[config.mk]
export PLATFORM = sky130hd
export DESIGN_NAME = vc_sequencer_flat
export DESIGN_NICKNAME = d
export VERILOG_FILES = /design/src/rtl/vc_pkg.sv /design/src/rtl/vc_if.sv /design/src/rtl/vc_ring_ptr.sv /design/src/rtl/vc_sequencer.sv /design/src/flat_wrapper.sv
export SDC_FILE = /design/constraint.sdc
export NUM_CORES = 1
export LEC_CHECK = 0
export ABC_AREA = 1
export CAP_MARGIN = 20
export CORE_MARGIN = 4
export CORE_UTILIZATION = 53
export CTS_CLUSTER_DIAMETER = 80
export DETAILED_ROUTE_END_ITERATION = 16
export HOLD_SLACK_MARGIN = 0.05
export PLACE_DENSITY = 0.79
export SLEW_MARGIN = 5
export SYNTH_ARGS = -nofsm -noshare
export SYNTH_HDL_FRONTEND = slang
export SYNTH_SLANG_ARGS = --single-unit
[constraint.sdc]
create_clock -name clk -period 2.52 [get_ports clk]
set_input_delay 0.378 -clock clk [delete_from_list [all_inputs] [get_ports clk]]
set_output_delay 0.378 -clock clk [all_outputs]
set_load 0.01 [all_outputs]
[src/rtl/vc_pkg.sv]
// rtl/vc_pkg.sv - shared types, defaults and helpers for the voice-corruptor sequencer
package vc_pkg;

  // Default echo RAM address width; buffer depth is 2**ADDR_W samples.
  localparam int ADDR_W_DEF = 13;

  // Sequence phases, in the order the FSM walks them.
  typedef enum logic [2:0] {
    ST_IDLE = 3'd0,
    ST_RD   = 3'd1,
    ST_T1   = 3'd2,
    ST_T2   = 3'd3,
    ST_T3   = 3'd4,
    ST_WR   = 3'd5,
    ST_T4   = 3'd6
  } state_t;

  // A zero delay would read the slot about to be overwritten; treat it as one sample.
  function automatic logic [31:0] sat_delay(input logic [31:0] d);
    return (d == 32'd0) ? 32'd1 : d;
  endfunction

endpackage

[src/rtl/vc_if.sv]
// rtl/vc_if.sv - control/RAM/strobe bundle between sample source, sequencer and datapath
interface vc_if
  import vc_pkg::*;
#(
  parameter int ADDR_W = ADDR_W_DEF
) ();

  logic              enable;
  logic              data_valid;
  logic [ADDR_W-1:0] delay;
  logic              clr_ovr;
  logic [ADDR_W-1:0] ram_addr;
  logic              ram_we;
  logic              t1;
  logic              t2;
  logic              t3;
  logic              t4;
  logic              busy;
  logic              done;
  logic              overrun;

  // Side that supplies ticks and configuration and consumes strobes.
  modport master (
    output enable, data_valid, delay, clr_ovr,
    input  ram_addr, ram_we, t1, t2, t3, t4, busy, done, overrun
  );

  // The sequencer itself.
  modport slave (
    input  enable, data_valid, delay, clr_ovr,
    output ram_addr, ram_we, t1, t2, t3, t4, busy, done, overrun
  );

endinterface

[src/rtl/vc_ring_ptr.sv]
// rtl/vc_ring_ptr.sv - circular echo-buffer write pointer and delayed read address
module vc_ring_ptr
  import vc_pkg::*;
#(
  parameter int ADDR_W = ADDR_W_DEF
) (
  input  logic              clk,
  input  logic              rst_n,
  input  logic              inc,
  input  logic [ADDR_W-1:0] delay,
  output logic [ADDR_W-1:0] wr_ptr,
  output logic [ADDR_W-1:0] rd_addr
);

  logic [ADDR_W-1:0] d_sat;

  assign d_sat   = ADDR_W'(sat_delay(32'(delay)));
  // Modular subtract: the buffer is a power of two, so wrap-around is free.
  assign rd_addr = wr_ptr - d_sat;

  // Write pointer advances once per completed write, wrapping at the buffer end.
  always_ff @(posedge clk or negedge rst_n) begin
    if (!rst_n) begin
      wr_ptr <= '0;
    end else if (inc) begin
      wr_ptr <= wr_ptr + ADDR_W'(1);
    end
  end

endmodule

[src/rtl/vc_sequencer.sv]
// rtl/vc_sequencer.sv - per-sample echo read / gain phase / write-back sequencer
module vc_sequencer
  import vc_pkg::*;
#(
  parameter int ADDR_W  = ADDR_W_DEF,
  parameter int RAM_LAT = 1
) (
  input  logic clk,
  input  logic rst_n,
  vc_if.slave  bus
);

  localparam logic [2:0] LAT_LAST = 3'(RAM_LAT - 1);

  state_t            state;
  state_t            state_nx;
  logic [2:0]        lat_cnt;
  logic              start;
  logic              ovr_set;
  logic [ADDR_W-1:0] wr_ptr;
  logic [ADDR_W-1:0] rd_addr;

  assign start   = (state == ST_IDLE) && bus.data_valid && bus.enable;
  assign ovr_set = (state != ST_IDLE) && bus.data_valid;

  vc_ring_ptr #(.ADDR_W(ADDR_W)) u_ring (
    .clk     (clk),
    .rst_n   (rst_n),
    .inc     (state == ST_WR),
    .delay   (bus.delay),
    .wr_ptr  (wr_ptr),
    .rd_addr (rd_addr)
  );

  // State register plus the RAM latency down-counter used while in RD.
  always_ff @(posedge clk or negedge rst_n) begin
    if (!rst_n) begin
      state   <= ST_IDLE;
      lat_cnt <= '0;
    end else begin
      state <= state_nx;
      if (start) begin
        lat_cnt <= LAT_LAST;
      end else if (state == ST_RD && lat_cnt != 3'd0) begin
        lat_cnt <= lat_cnt - 3'd1;
      end
    end
  end

  // Next-state: fixed walk through the phases once started.
  always_comb begin
    state_nx = state;
    case (state)
      ST_IDLE: if (start) state_nx = ST_RD;
      ST_RD:   if (lat_cnt == 3'd0) state_nx = ST_T1;
      ST_T1:   state_nx = ST_T2;
      ST_T2:   state_nx = ST_T3;
      ST_T3:   state_nx = ST_WR;
      ST_WR:   state_nx = ST_T4;
      ST_T4:   state_nx = ST_IDLE;
      default: state_nx = ST_IDLE;
    endcase
  end

  // Strobes decoded from the registered state only, so they are glitch-free.
  always_comb begin
    bus.t1     = 1'b0;
    bus.t2     = 1'b0;
    bus.t3     = 1'b0;
    bus.t4     = 1'b0;
    bus.ram_we = 1'b0;
    bus.done   = 1'b0;
    bus.busy   = (state != ST_IDLE);
    case (state)
      ST_T1:   bus.t1 = 1'b1;
      ST_T2:   bus.t2 = 1'b1;
      ST_T3:   bus.t3 = 1'b1;
      ST_WR:   bus.ram_we = 1'b1;
      ST_T4: begin
        bus.t4   = 1'b1;
        bus.done = 1'b1;
      end
      default: ;
    endcase
  end

  // RAM address: delayed read slot from the start tick, write slot ahead of WR, else held.
  always_ff @(posedge clk or negedge rst_n) begin
    if (!rst_n) begin
      bus.ram_addr <= '0;
    end else if (start) begin
      bus.ram_addr <= rd_addr;
    end else if (state == ST_T3) begin
      bus.ram_addr <= wr_ptr;
    end
  end

  // Sticky overrun: a tick while busy is dropped and flagged; set beats clear.
  always_ff @(posedge clk or negedge rst_n) begin
    if (!rst_n) begin
      bus.overrun <= 1'b0;
    end else if (ovr_set) begin
      bus.overrun <= 1'b1;
    end else if (bus.clr_ovr) begin
      bus.overrun <= 1'b0;
    end
  end

endmodule
[src/flat_wrapper.sv]
// flat-port wrapper written by rule: the top's interface ports become plain ports
module vc_sequencer_flat import vc_pkg::*;
#(
  parameter int ADDR_W  = ADDR_W_DEF,
  parameter int RAM_LAT = 1
)
  (clk, rst_n, bus_enable, bus_data_valid, bus_delay, bus_clr_ovr, bus_ram_addr, bus_ram_we, bus_t1, bus_t2, bus_t3, bus_t4, bus_busy, bus_done, bus_overrun);
  vc_if #(.ADDR_W(ADDR_W)) bus_i ();
  input  logic clk;
  input  logic rst_n;
  input wire logic [$bits(bus_i.enable)-1:0] bus_enable;
  input wire logic [$bits(bus_i.data_valid)-1:0] bus_data_valid;
  input wire logic [$bits(bus_i.delay)-1:0] bus_delay;
  input wire logic [$bits(bus_i.clr_ovr)-1:0] bus_clr_ovr;
  output wire logic [$bits(bus_i.ram_addr)-1:0] bus_ram_addr;
  output wire logic [$bits(bus_i.ram_we)-1:0] bus_ram_we;
  output wire logic [$bits(bus_i.t1)-1:0] bus_t1;
  output wire logic [$bits(bus_i.t2)-1:0] bus_t2;
  output wire logic [$bits(bus_i.t3)-1:0] bus_t3;
  output wire logic [$bits(bus_i.t4)-1:0] bus_t4;
  output wire logic [$bits(bus_i.busy)-1:0] bus_busy;
  output wire logic [$bits(bus_i.done)-1:0] bus_done;
  output wire logic [$bits(bus_i.overrun)-1:0] bus_overrun;
  assign bus_i.enable = bus_enable;
  assign bus_i.data_valid = bus_data_valid;
  assign bus_i.delay = bus_delay;
  assign bus_i.clr_ovr = bus_clr_ovr;
  assign bus_ram_addr = bus_i.ram_addr;
  assign bus_ram_we = bus_i.ram_we;
  assign bus_t1 = bus_i.t1;
  assign bus_t2 = bus_i.t2;
  assign bus_t3 = bus_i.t3;
  assign bus_t4 = bus_i.t4;
  assign bus_busy = bus_i.busy;
  assign bus_done = bus_i.done;
  assign bus_overrun = bus_i.overrun;
  vc_sequencer #(.ADDR_W(ADDR_W), .RAM_LAT(RAM_LAT)) u_core (.clk(clk), .rst_n(rst_n), .bus(bus_i));
endmodule
== Word-level counts from Yosys, hierarchy flattened ==
Index checks and enable logic that the tools add are counted.

* Flip-flop bits (word level): 33
* Latch bits: 0
* RAM bits: 0
* Bits in read-only memories: 0
* Bits of input ports: 18
* Output and inout port bits: 21
* Logic and storage cells: 44
* Memories kept: 0

* Add/subtract/negate cells: 3
* Multiply operators: 0
* Divide/modulo/power cells: 0
* Order comparisons: 0
* Equal/unequal tests: 8
* Shift operators: 0
* Mux-type cells: 15
* Bitwise gates (word level): 0
* Reduce and logical (&&, ||, !) cells: 13

{| class="wikitable"
|+ Operator list
! operator !! count
|-
| $mux W13 || 3
|-
| $pmux W3 S6 || 1
|-
| $add A13 B1 Y13 const B || 1
|-
| $logic_not A13 Y1 || 1
|-
| $sub A13 B13 Y13 || 1
|-
| $mux W3 || 4
|-
| $eq A3 B3 Y1 const B || 3
|-
| $mux W1 || 7
|-
| $eq A3 B2 Y1 const B || 2
|-
| $logic_not A3 Y1 || 2
|-
| $reduce_bool A2 Y1 || 3
|-
| $reduce_bool A3 Y1 || 2
|-
| $logic_and A1 B1 Y1 || 4
|-
| $eq A3 B1 Y1 const B || 1
|-
| $sub A3 B1 Y3 const B || 1
|-
| $ne A2 B1 Y1 const B || 1
|-
| $ne A2 B2 Y1 const B || 1
|-
| $reduce_and A2 Y1 || 1
|}

== Depth between registers and ports, before layout ==
Gate-level depths: netlist of the first run.

* Depth after elaboration: 5
* Depth in mapped cells: 15
* Depth with buffers taken out: 15

== Hierarchy ==
A second synthesis of the first run with hierarchy kept.

* Cells, all modules: 400
* Area, all modules: 2,621.3 um^2

{| class="wikitable"
|+ By module, submodules not included
! module !! instances !! cells each !! area each (um^2) !! seq. area each (um^2)
|-
| vc_ring_ptr || 1 || 235 || 1,458.9 || 325.3
|-
| vc_sequencer || 1 || 165 || 1,162.4 || 500.5
|}

== Least setup slack after synthesis of the first run ==
OpenSTA, ideal clock, no wires.

* Path type: input to register
* Start: input port bus_delay[5]
* End: register u_core.bus.ram_addr[6]
* Library setup time: 65 ps
* Arrival: 1,933 ps
* Required time: 2,455 ps
* Path slack: 522 ps
* Stages on the path: 14
* Path buffers: 0
* Cells stage by stage: inv_1 > nand4_1 > nor3_1 > a31o_2 > ha_1 > fa_1 > inv_1 > nand3_1 > nand3_1 > nand2_1 > a21o_1 > nand3_1 > nand2_1 > nand2_1

* Word-level cells in the longest chain between the ends: 4

{| class="wikitable"
|+ Ends and longest elaborated chain
! item !! RTL line !! RTL
|-
| start, declared || flat_wrapper.sv:13 || <nowiki>input wire logic [$bits(bus_i.delay)-1:0] bus_delay;</nowiki>
|-
| $logic_not A13 Y1 || vc_pkg.sv:20 || <nowiki>return (d == 32'd0) ? 32'd1 : d;</nowiki>
|-
| $mux W13 * || vc_pkg.sv:20 ||
|-
| $sub A13 B13 Y13 * || vc_ring_ptr.sv:19 || <nowiki>assign rd_addr = wr_ptr - d_sat;</nowiki>
|-
| $mux W13 * || vc_sequencer.sv:91 || <nowiki>end else if (start) begin</nowiki>
|-
| end signal, assigned || vc_sequencer.sv:92 || <nowiki>bus.ram_addr <= rd_addr;</nowiki>
|-
| end signal, assigned || vc_sequencer.sv:94 || <nowiki>bus.ram_addr <= wr_ptr;</nowiki>
|-
| end, declared || vc_if.sv:31 || <nowiki>output ram_addr, ram_we, t1, t2, t3, t4, busy, done, overrun</nowiki>
|}

Every way passes the cells marked *; elsewhere a longest branch is shown, timed or not.
A chain may end at the register's enable or synchronous reset.

== Worst setup path after layout of the first run ==
* Start: input port bus_delay[4]
* End: register u_core.bus.ram_addr[8]

The elaborated chain is that of the path after synthesis.

==> impl_metrics.sql, run 1 <==
INSERT INTO impl_metrics (metric_group, metric, value, unit) VALUES
('global_route', 'antenna_found_initial', '0', ''),
('worst_setup_path', 'criticalPathCategory', 'in -> reg', ''),
('synth', 'postSynth.asyncResetShare', '100.0', '%'),
('floorplan', 'fp-row-count', '24', ''),
('finish', 'most-common-layout-cells', '109 x sky130_fd_sc_hd__nand2_1, 65 x sky130_fd_sc_hd__inv_1, 38 x sky130_fd_sc_hd__clkdlybuf4s50_1, 33 x sky130_fd_sc_hd__dfrtp_1, 26 x sky130_fd_sc_hd__nand3_1', ''),
('timing', 'setup_tns', '0', 'ps'),
('clocking', 'cts.sinks', '33', ''),
('clocking', 'htreeDepth', '2', ''),
('worst_setup_path', 'endpoint_kind', 'register', ''),
('synth', 'post_synth_inst_count', '342', ''),
('clocking', 'tritoncts.num_buffers', '5', ''),
('finish', 'final_nets', '425', ''),
('route', 'detailroute.wirelength.met2', '2723', 'µm'),
('timing', 'maxClockFrequency', '0.4391', 'GHz'),
('route', 'drt_pre_antenna_iters', '4', ''),
('worst_setup_path', 'number_of_buffer_and_inverter_stages_on_the_critical_path', '3', ''),
('synth', 'synth_seq_area_share', '34.48', '%'),
('synth', 'mapped_nets', '376', ''),
('global_route', 'gr-total-overflow', '0', ''),
('clocking', 'cts-root-buf', 'sky130_fd_sc_hd__clkbuf_8', ''),
('clocking', 'maximum_buffer_depth_of_the_clock_tree', '2', ''),
('placed_design', 'gp_congestion', '0.8844', ''),
('outcome', 'outcome', 'complete, no violations', ''),
('synth', 'synth_top_cell_by_area', 'sky130_fd_sc_hd__dfrtp_1', ''),
('route', 'drt-total-wl', '5607', 'µm'),
('finish', 'mostFrequentLayoutCell', 'sky130_fd_sc_hd__nand2_1', ''),
('finish', 'n_antenna_cell', '0', ''),
('global_route', 'grt_util_all_layers', '21.82', '%'),
('worst_setup_path', 'worst_path_largest_cell_delay', '460', 'ps'),
('worst_setup_path', 'critical_path.most_common_cell', 'sky130_fd_sc_hd__nand2_1', ''),
('synth', 'yosysTopAreaCellShare', '34.48', '%'),
('worst_setup_path', 'worst-endpoint-required', '2710', 'ps'),
('synth', 'synth_warnings', '0', ''),
('worst_setup_path', 'worst-endpoint-arrival', '2460', 'ps'),
('floorplan', 'floorplan.core_area', '4354', 'µm²'),
('finish', 'fraction_of_layout_cells_with_a_size_suffix_above_1', '7.653', '%'),
('route', 'vias', '2236', ''),
('timing', 'fin_worst_skew', '2.776', 'ps'),
('worst_setup_path', 'worst_path_max_delay_cell', 'sky130_fd_sc_hd__clkdlybuf4s50_1', ''),
('synth', 'synth.avg_cell_area', '7.002', 'µm²'),
('power', 'power_leakage', '1.632', 'nW'),
('worst_setup_path', 'worstSetupStartpointType', 'input pin', ''),
('run', 'total_of_max_cap_violations', '0', ''),
('route', 'dr_wl_met3', '278', 'µm'),
('route', 'initial_drt_markers', '127', ''),
('route', 'route.detailed.drc', '0', ''),
('power', 'vdd_ir_drop_max', '0.0006519', 'V'),
('timing', 'final.min_clock_period', '2278', 'ps'),
('placed_design', 'dp.final_hpwl', '4463', 'µm'),
('synth', 'mappedNetlistArea', '2395', 'µm²'),
('finish', 'area_growth', '24.24', '%'),
('timing', 'finalHoldViolations', '0', ''),
('timing', 'timing.final.max_slew_violations', '0', ''),
('worst_setup_path', 'worstPathCellList', 'clkdlybuf4s50_1 -> inv_1 -> nand4_1 -> nor3_1 -> a31o_2 -> ha_1 -> fa_1 -> inv_1 -> nand3_1 -> nand3_2 -> nand2_1 -> nand4_1 -> nand3_1 -> nand2_1 -> nand2_1', ''),
('route', 'drt.antenna.violating_nets', '0', ''),
('clocking', 'ctsHoldBuffers', '0', ''),
('synth', 'synth_enable_flop_cells', '0', ''),
('floorplan', 'dieWidth', '75.22', 'µm'),
('timing', 'timing_worst_slew_pin_value', '414.2', 'ps'),
('power', 'power.density', '784.1', 'nW/µm²'),
('floorplan', 'die_height', '75.22', 'µm'),
('clocking', 'worst_setup_hold_path_clk_slew', '70', 'ps'),
('synth', 'yosys-top-cells-area', 'sky130_fd_sc_hd__dfrtp_1 34%, sky130_fd_sc_hd__nand2_1 17%, sky130_fd_sc_hd__inv_1 10%', ''),
('floorplan', 'design.portCount', '39', ''),
('route', 'top_signal_layer_used', 'met4', ''),
('global_route', 'first_pass_grt_wire_length', '9349', 'µm'),
('clocking', 'number_of_setup_buffers_added_after_cts', '0', ''),
('finish', 'num-fill-cells', '389', ''),
('synth', 'most_used_dff_post_synth', 'sky130_fd_sc_hd__dfrtp_1', ''),
('clocking', 'post_cts_resize_count', '0', ''),
('timing', 'post-route-period-util', '90.38', '%');
[power by group]
part / internal, mW / leakage, nW / total, mW / switching [mW]
clock network: 0.190 / 0.0439 / 0.384 / 0.194
registers: 0.692 / 0.428 / 0.812 / 0.120
logic: 0.526 / 1.16 / 1.14 / 0.611
total: 1.41 / 1.63 / 2.33 / 0.925
[through the flow]
stage                     worst slack, ps  power [mW]  utilization (%)  std cells  cell area [µm²]
after floorplan                     521.7       1.453                -        342             2395
after global placement             -64.99       1.938            66.24        436             2884
after detailed placement           -99.14       1.944            66.24        436             2884
after CTS                           194.5       2.352            68.22        444             2970
after global routing                36.68       2.532            68.33        444             2975
final                               242.5       2.333            68.33        444             2975
[layer usage]
layer,up-vias,track usage (%)
met5,-,0
met4,0,5.243
met3,10,5.340
met2,54,37.33
met1,997,27.85
li1,1175,-
[cell type report]
type                            count  area [µm²]  area share [%]
Clock buffer                        5       68.82           2.313
Clock inverter                      3       17.52          0.5887
Inverter                           66       247.7           8.326
Multi-Input combinational cell    237        1295           43.52
Sequential cell                    33       825.8           27.75
Tap cell                           52       65.06           2.187
Timing Repair Buffer               48       455.4           15.31
[cell usage after synthesis, types with 2 or more instances]
cell type / number
sky130_fd_sc_hd__nand2_1: 109
sky130_fd_sc_hd__inv_1: 65
sky130_fd_sc_hd__dfrtp_1: 33
sky130_fd_sc_hd__nand3_1: 27
sky130_fd_sc_hd__nor2_1: 16
sky130_fd_sc_hd__ha_1: 15
sky130_fd_sc_hd__o21ai_0: 13
sky130_fd_sc_hd__xor2_1: 11
sky130_fd_sc_hd__nand4_1: 9
sky130_fd_sc_hd__a21oi_1: 7
sky130_fd_sc_hd__nor3_1: 5
sky130_fd_sc_hd__buf_2: 4
sky130_fd_sc_hd__nor2_2: 3
sky130_fd_sc_hd__xnor2_1: 3
sky130_fd_sc_hd__a21o_1: 2
sky130_fd_sc_hd__and2_1: 2
sky130_fd_sc_hd__nor2_4: 2
sky130_fd_sc_hd__o221ai_1: 2
sky130_fd_sc_hd__o22ai_1: 2
[logic make-up (layout without fill, tap and decap cells)]
| family | Yosys count | count (layout) | synth area share, % |
|---|---|---|---|
| buffers and inverters | 72 | 122 | 11.65 |
| AO/OA/AOI/OAI | 29 | 29 | 7.053 |
| XOR/XNOR | 14 | 14 | 5.120 |
| adder cells (fa/ha/maj) | 16 | 16 | 8.673 |
| AND/OR/NAND/NOR | 178 | 178 | 33.02 |
| flip-flops | 33 | 33 | 34.48 |
[worst paths after layout]
path                                          from                      end  cells after the start
max in group asynchronous                    rst_n  u_core.u_ring.wr_ptr[0]                      2
min in group asynchronous                    rst_n  u_core.bus.ram_addr[11]                      2
setup / recovery                      bus_delay[4]   u_core.bus.ram_addr[8]                     15
setup reg to reg           u_core.u_ring.wr_ptr[0]   u_core.bus.ram_addr[8]                     11
hold / removal              u_core.bus.ram_addr[8]   u_core.bus.ram_addr[8]                      2
hold reg to reg             u_core.bus.ram_addr[8]   u_core.bus.ram_addr[8]                      2
[registers in the layout, summed over array words and instances, names as in the netlist]
register	count
u_core.bus.ram_addr	13
u_core.u_ring.wr_ptr	13
u_core.lat_cnt	3
u_core.state	3
u_core.bus.overrun	1
[worst min-delay path, cell delays in order, from the launching register on]
cell                      delay, ps
sky130_fd_sc_hd__dfrtp_1        340
sky130_fd_sc_hd__nand2_1         50
sky130_fd_sc_hd__nand2_1         50
(Power assumes the default switching activity.)
==> run 2: changes to the inputs <==
CELL_PAD_IN_SITES_DETAIL_PLACEMENT = 2   (was unset)
CELL_PAD_IN_SITES_GLOBAL_PLACEMENT = 2   (was unset)
CORE_UTILIZATION = 32   (was 53)
PLACE_DENSITY = unset   (was 0.79)
PLACE_DENSITY_LB_ADDON = 0.1   (was unset)
==> impl_metrics.sql, run 2 (same netlist as run 1, synthesis figures left out) <==
INSERT INTO impl_metrics (metric_group, metric, value, unit) VALUES
('finish', 'fraction_of_layout_cells_with_a_size_suffix_above_1', '10.66', '%'),
('hold_path', 'holdCritPathClass', 'reg -> reg', ''),
('power', 'power_leakage', '1.647', 'nW'),
('placed_design', 'dp.final_hpwl', '6579', 'µm'),
('timing', 'maxClockFrequency', '0.4212', 'GHz'),
('finish', 'area_growth', '29.15', '%'),
('worst_setup_path', 'worst_path_largest_cell_delay', '480', 'ps'),
('floorplan', 'fp-row-count', '31', ''),
('route', 'route.detailed.vias_per_inst', '4.801', ''),
('power', 'power.density', '793.1', 'nW/µm²'),
('worst_setup_path', 'worstPathMaxFanout', '4', ''),
('clocking', 'clock_insertion_delay_worst_skew', '290', 'ps'),
('worst_setup_path', 'critical_path.top_delay_family', 'buffers and inverters', ''),
('finish', 'biggestRegsByFlops', 'u_core.bus.ram_addr (13), u_core.u_ring.wr_ptr (13)', ''),
('clocking', 'cts-root-buf', 'sky130_fd_sc_hd__clkbuf_8', ''),
('power', 'vdd_ir_drop_max', '0.0004389', 'V'),
('worst_setup_path', 'worstPathCellList', 'clkdlybuf4s50_1 -> inv_2 -> nand4_1 -> nor3_2 -> a31o_2 -> ha_4 -> fa_2 -> inv_2 -> nand3_2 -> nand3_4 -> xor2_1 -> nand2_1 -> a21oi_1', ''),
('finish', 'most-common-layout-cells', '108 x sky130_fd_sc_hd__nand2_1, 61 x sky130_fd_sc_hd__inv_1, 38 x sky130_fd_sc_hd__clkdlybuf4s50_1, 33 x sky130_fd_sc_hd__dfrtp_1, 25 x sky130_fd_sc_hd__nand3_1', ''),
('global_route', 'gr-total-overflow', '0', ''),
('route', 'vias', '2367', ''),
('clocking', 'cts_tree', 'yes', ''),
('worst_setup_path', 'worstSetupStartpointType', 'input pin', ''),
('timing', 'slew_headroom', '68.98', '%'),
('clocking', 'maximum_buffer_depth_of_the_clock_tree', '2', ''),
('worst_setup_path', 'critical_path.most_common_cell', 'sky130_fd_sc_hd__inv_2', ''),
('finish', 'multiInputGateArea', '1336', 'µm²'),
('clocking', 'worst_setup_hold_path_clk_slew', '70', 'ps'),
('finish', 'num-fill-cells', '882', ''),
('worst_setup_path', 'criticalPathCategory', 'in -> reg', ''),
('global_route', 'maximum_number_of_pins_on_one_net_before_global_route_repair', '34', ''),
('worst_setup_path', 'worst_path_max_delay_cell', 'sky130_fd_sc_hd__clkdlybuf4s50_1', ''),
('floorplan', 'die_height', '94.51', 'µm'),
('finish', 'utilization', '42.64', '%'),
('timing', 'final_setup_margin', '145.8', 'ps'),
('power', 'fin_total_pwr', '2.453', 'mW'),
('timing', 'timing.final.setup_violations', '0', ''),
('timing', 'finalHoldViolations', '0', ''),
('global_route', 'antenna_found_initial', '0', ''),
('timing', 'timing_worst_slew_pin_value', '464.8', 'ps'),
('worst_setup_path', 'number_of_buffer_and_inverter_stages_on_the_critical_path', '3', ''),
('route', 'drt_pre_antenna_iters', '4', ''),
('global_route', 'grt_util_all_layers', '19.91', '%'),
('placed_design', 'gp_congestion', '0.8083', ''),
('floorplan', 'design.portCount', '39', ''),
('finish', 'final_nets', '429', ''),
('finish', 'mostFrequentLayoutCell', 'sky130_fd_sc_hd__nand2_1', ''),
('clocking', 'tritoncts.num_buffers', '5', ''),
('clocking', 'cts.sinks', '33', ''),
('placed_design', 'numPortBuffers', '38', ''),
('route', 'avgRoutedWirePerCell', '16.28', 'µm'),
('route', 'route.detailed.drc', '0', ''),
('route', 'initial_drt_markers', '48', ''),
('placed_design', 'post-place-ws', '-269.2', 'ps'),
('clocking', 'number_of_setup_buffers_added_after_cts', '0', ''),
('global_route', 'first_pass_grt_wire_length', '13590', 'µm'),
('timing', 'fin_worst_skew', '9.398', 'ps'),
('floorplan', 'dieWidth', '94.51', 'µm'),
('placed_design', 'cell_count_after_placement', '487', ''),
('route', 'drt.antenna.violating_nets', '0', ''),
('run', 'total_of_max_cap_violations', '0', ''),
('global_route', 'first_global_vias', '2693', ''),
('outcome', 'outcome', 'complete, no violations', ''),
('floorplan', 'effective_utilization_at_floorplan', '33.02', '%'),
('clocking', 'htreeDepth', '2', ''),
('timing', 'post-route-period-util', '94.21', '%'),
('worst_setup_path', 'endpoint_kind', 'register', ''),
('worst_setup_path', 'worst-endpoint-arrival', '2570', 'ps'),
('floorplan', 'floorplan.core_area', '7253', 'µm²'),
('route', 'drt-total-wl', '8026', 'µm'),
('finish', 'final-seq-area', '825.8', 'µm²'),
('finish', 'instances_no_fill', '493', ''),
('finish', 'n_antenna_cell', '0', ''),
('timing', 'final.min_clock_period', '2374', 'ps'),
('floorplan', 'design.die.area', '8932', 'µm²'),
('timing', 'timing.final.max_slew_violations', '0', ''),
('worst_setup_path', 'worst-endpoint-required', '2720', 'ps');
run 2: cell count changes in the layout (fill, tap and decap cells not counted), sizes merged:
cell / before / now
buf: 10 / 14
clkinvlp: 1 / 0
clkinv: 2 / 1
run 2: report_power, final:
part / switching [mW] / total [mW] / internal, mW
logic: 0.696 / 1.26 / 0.567
clock network: 0.188 / 0.370 / 0.182
registers: 0.128 / 0.820 / 0.692
run 2: what timing repair did:
item | 4_1_cts | 5_1_grt
hold buffers | 0 | 0
pin swaps | 0 | 6
endpoints found under the setup margin | 1 | 9
gates resized for setup | 1 | 12
run 2: worst paths after layout:
check	startpoint	end	slack (ps)	cells after the start
worst max-delay path	bus_delay[3]	u_core.bus.ram_addr[4]	150	13
worst min-delay path	u_core.bus.ram_addr[7]	u_core.bus.ram_addr[7]	480	2
worst max register to register	u_core.u_ring.wr_ptr[3]	u_core.bus.ram_addr[11]	650	9
worst min register to register	u_core.bus.ram_addr[7]	u_core.bus.ram_addr[7]	480	2
max in group asynchronous	rst_n	u_core.bus.ram_addr[0]	1690	2
min in group asynchronous	rst_n	u_core.u_ring.wr_ptr[12]	500	2
run 2: area by class of cell:
cell class                 instances  share of cell area, %
multi-input combinational        237                  43.20
sequential                        33                  26.70
timing repair buffer              52                  15.70
inverter                          66                  8.010
tap                               99                  4.005
clock buffer                       5                  2.225
clock inverter                     1                 0.1618
run 2: tightest hold or removal path: stages (launching register included):
cell and delay [ps]:
sky130_fd_sc_hd__dfrtp_1 340, sky130_fd_sc_hd__nand2_1 50, sky130_fd_sc_hd__nand2_1 50
run 2: per-layer routing:
layer / vias to the layer above / global-route usage, % / share of wire, %
li1: 1179 / - / -
met1: 1146 / 24.47 / 44
met2: 37 / 36.52 / 52
met3: 5 / 3.825 / 2.8
met4: 0 / 3.245 / 0.60
met5: - / 0 / 0
run 2: metrics by stage:
step           cell area [µm²]  hold WS [ps]  setup TNS, ps
2_1_floorplan             2395         82.41              0
3_3_place_gp              2973         460.7          -1743
3_5_place_dp              2973         465.1          -1854
4_1_cts                   3052         484.5              0
5_1_grt                   3093         507.6         -49.80
6_report                  3093         478.4              0
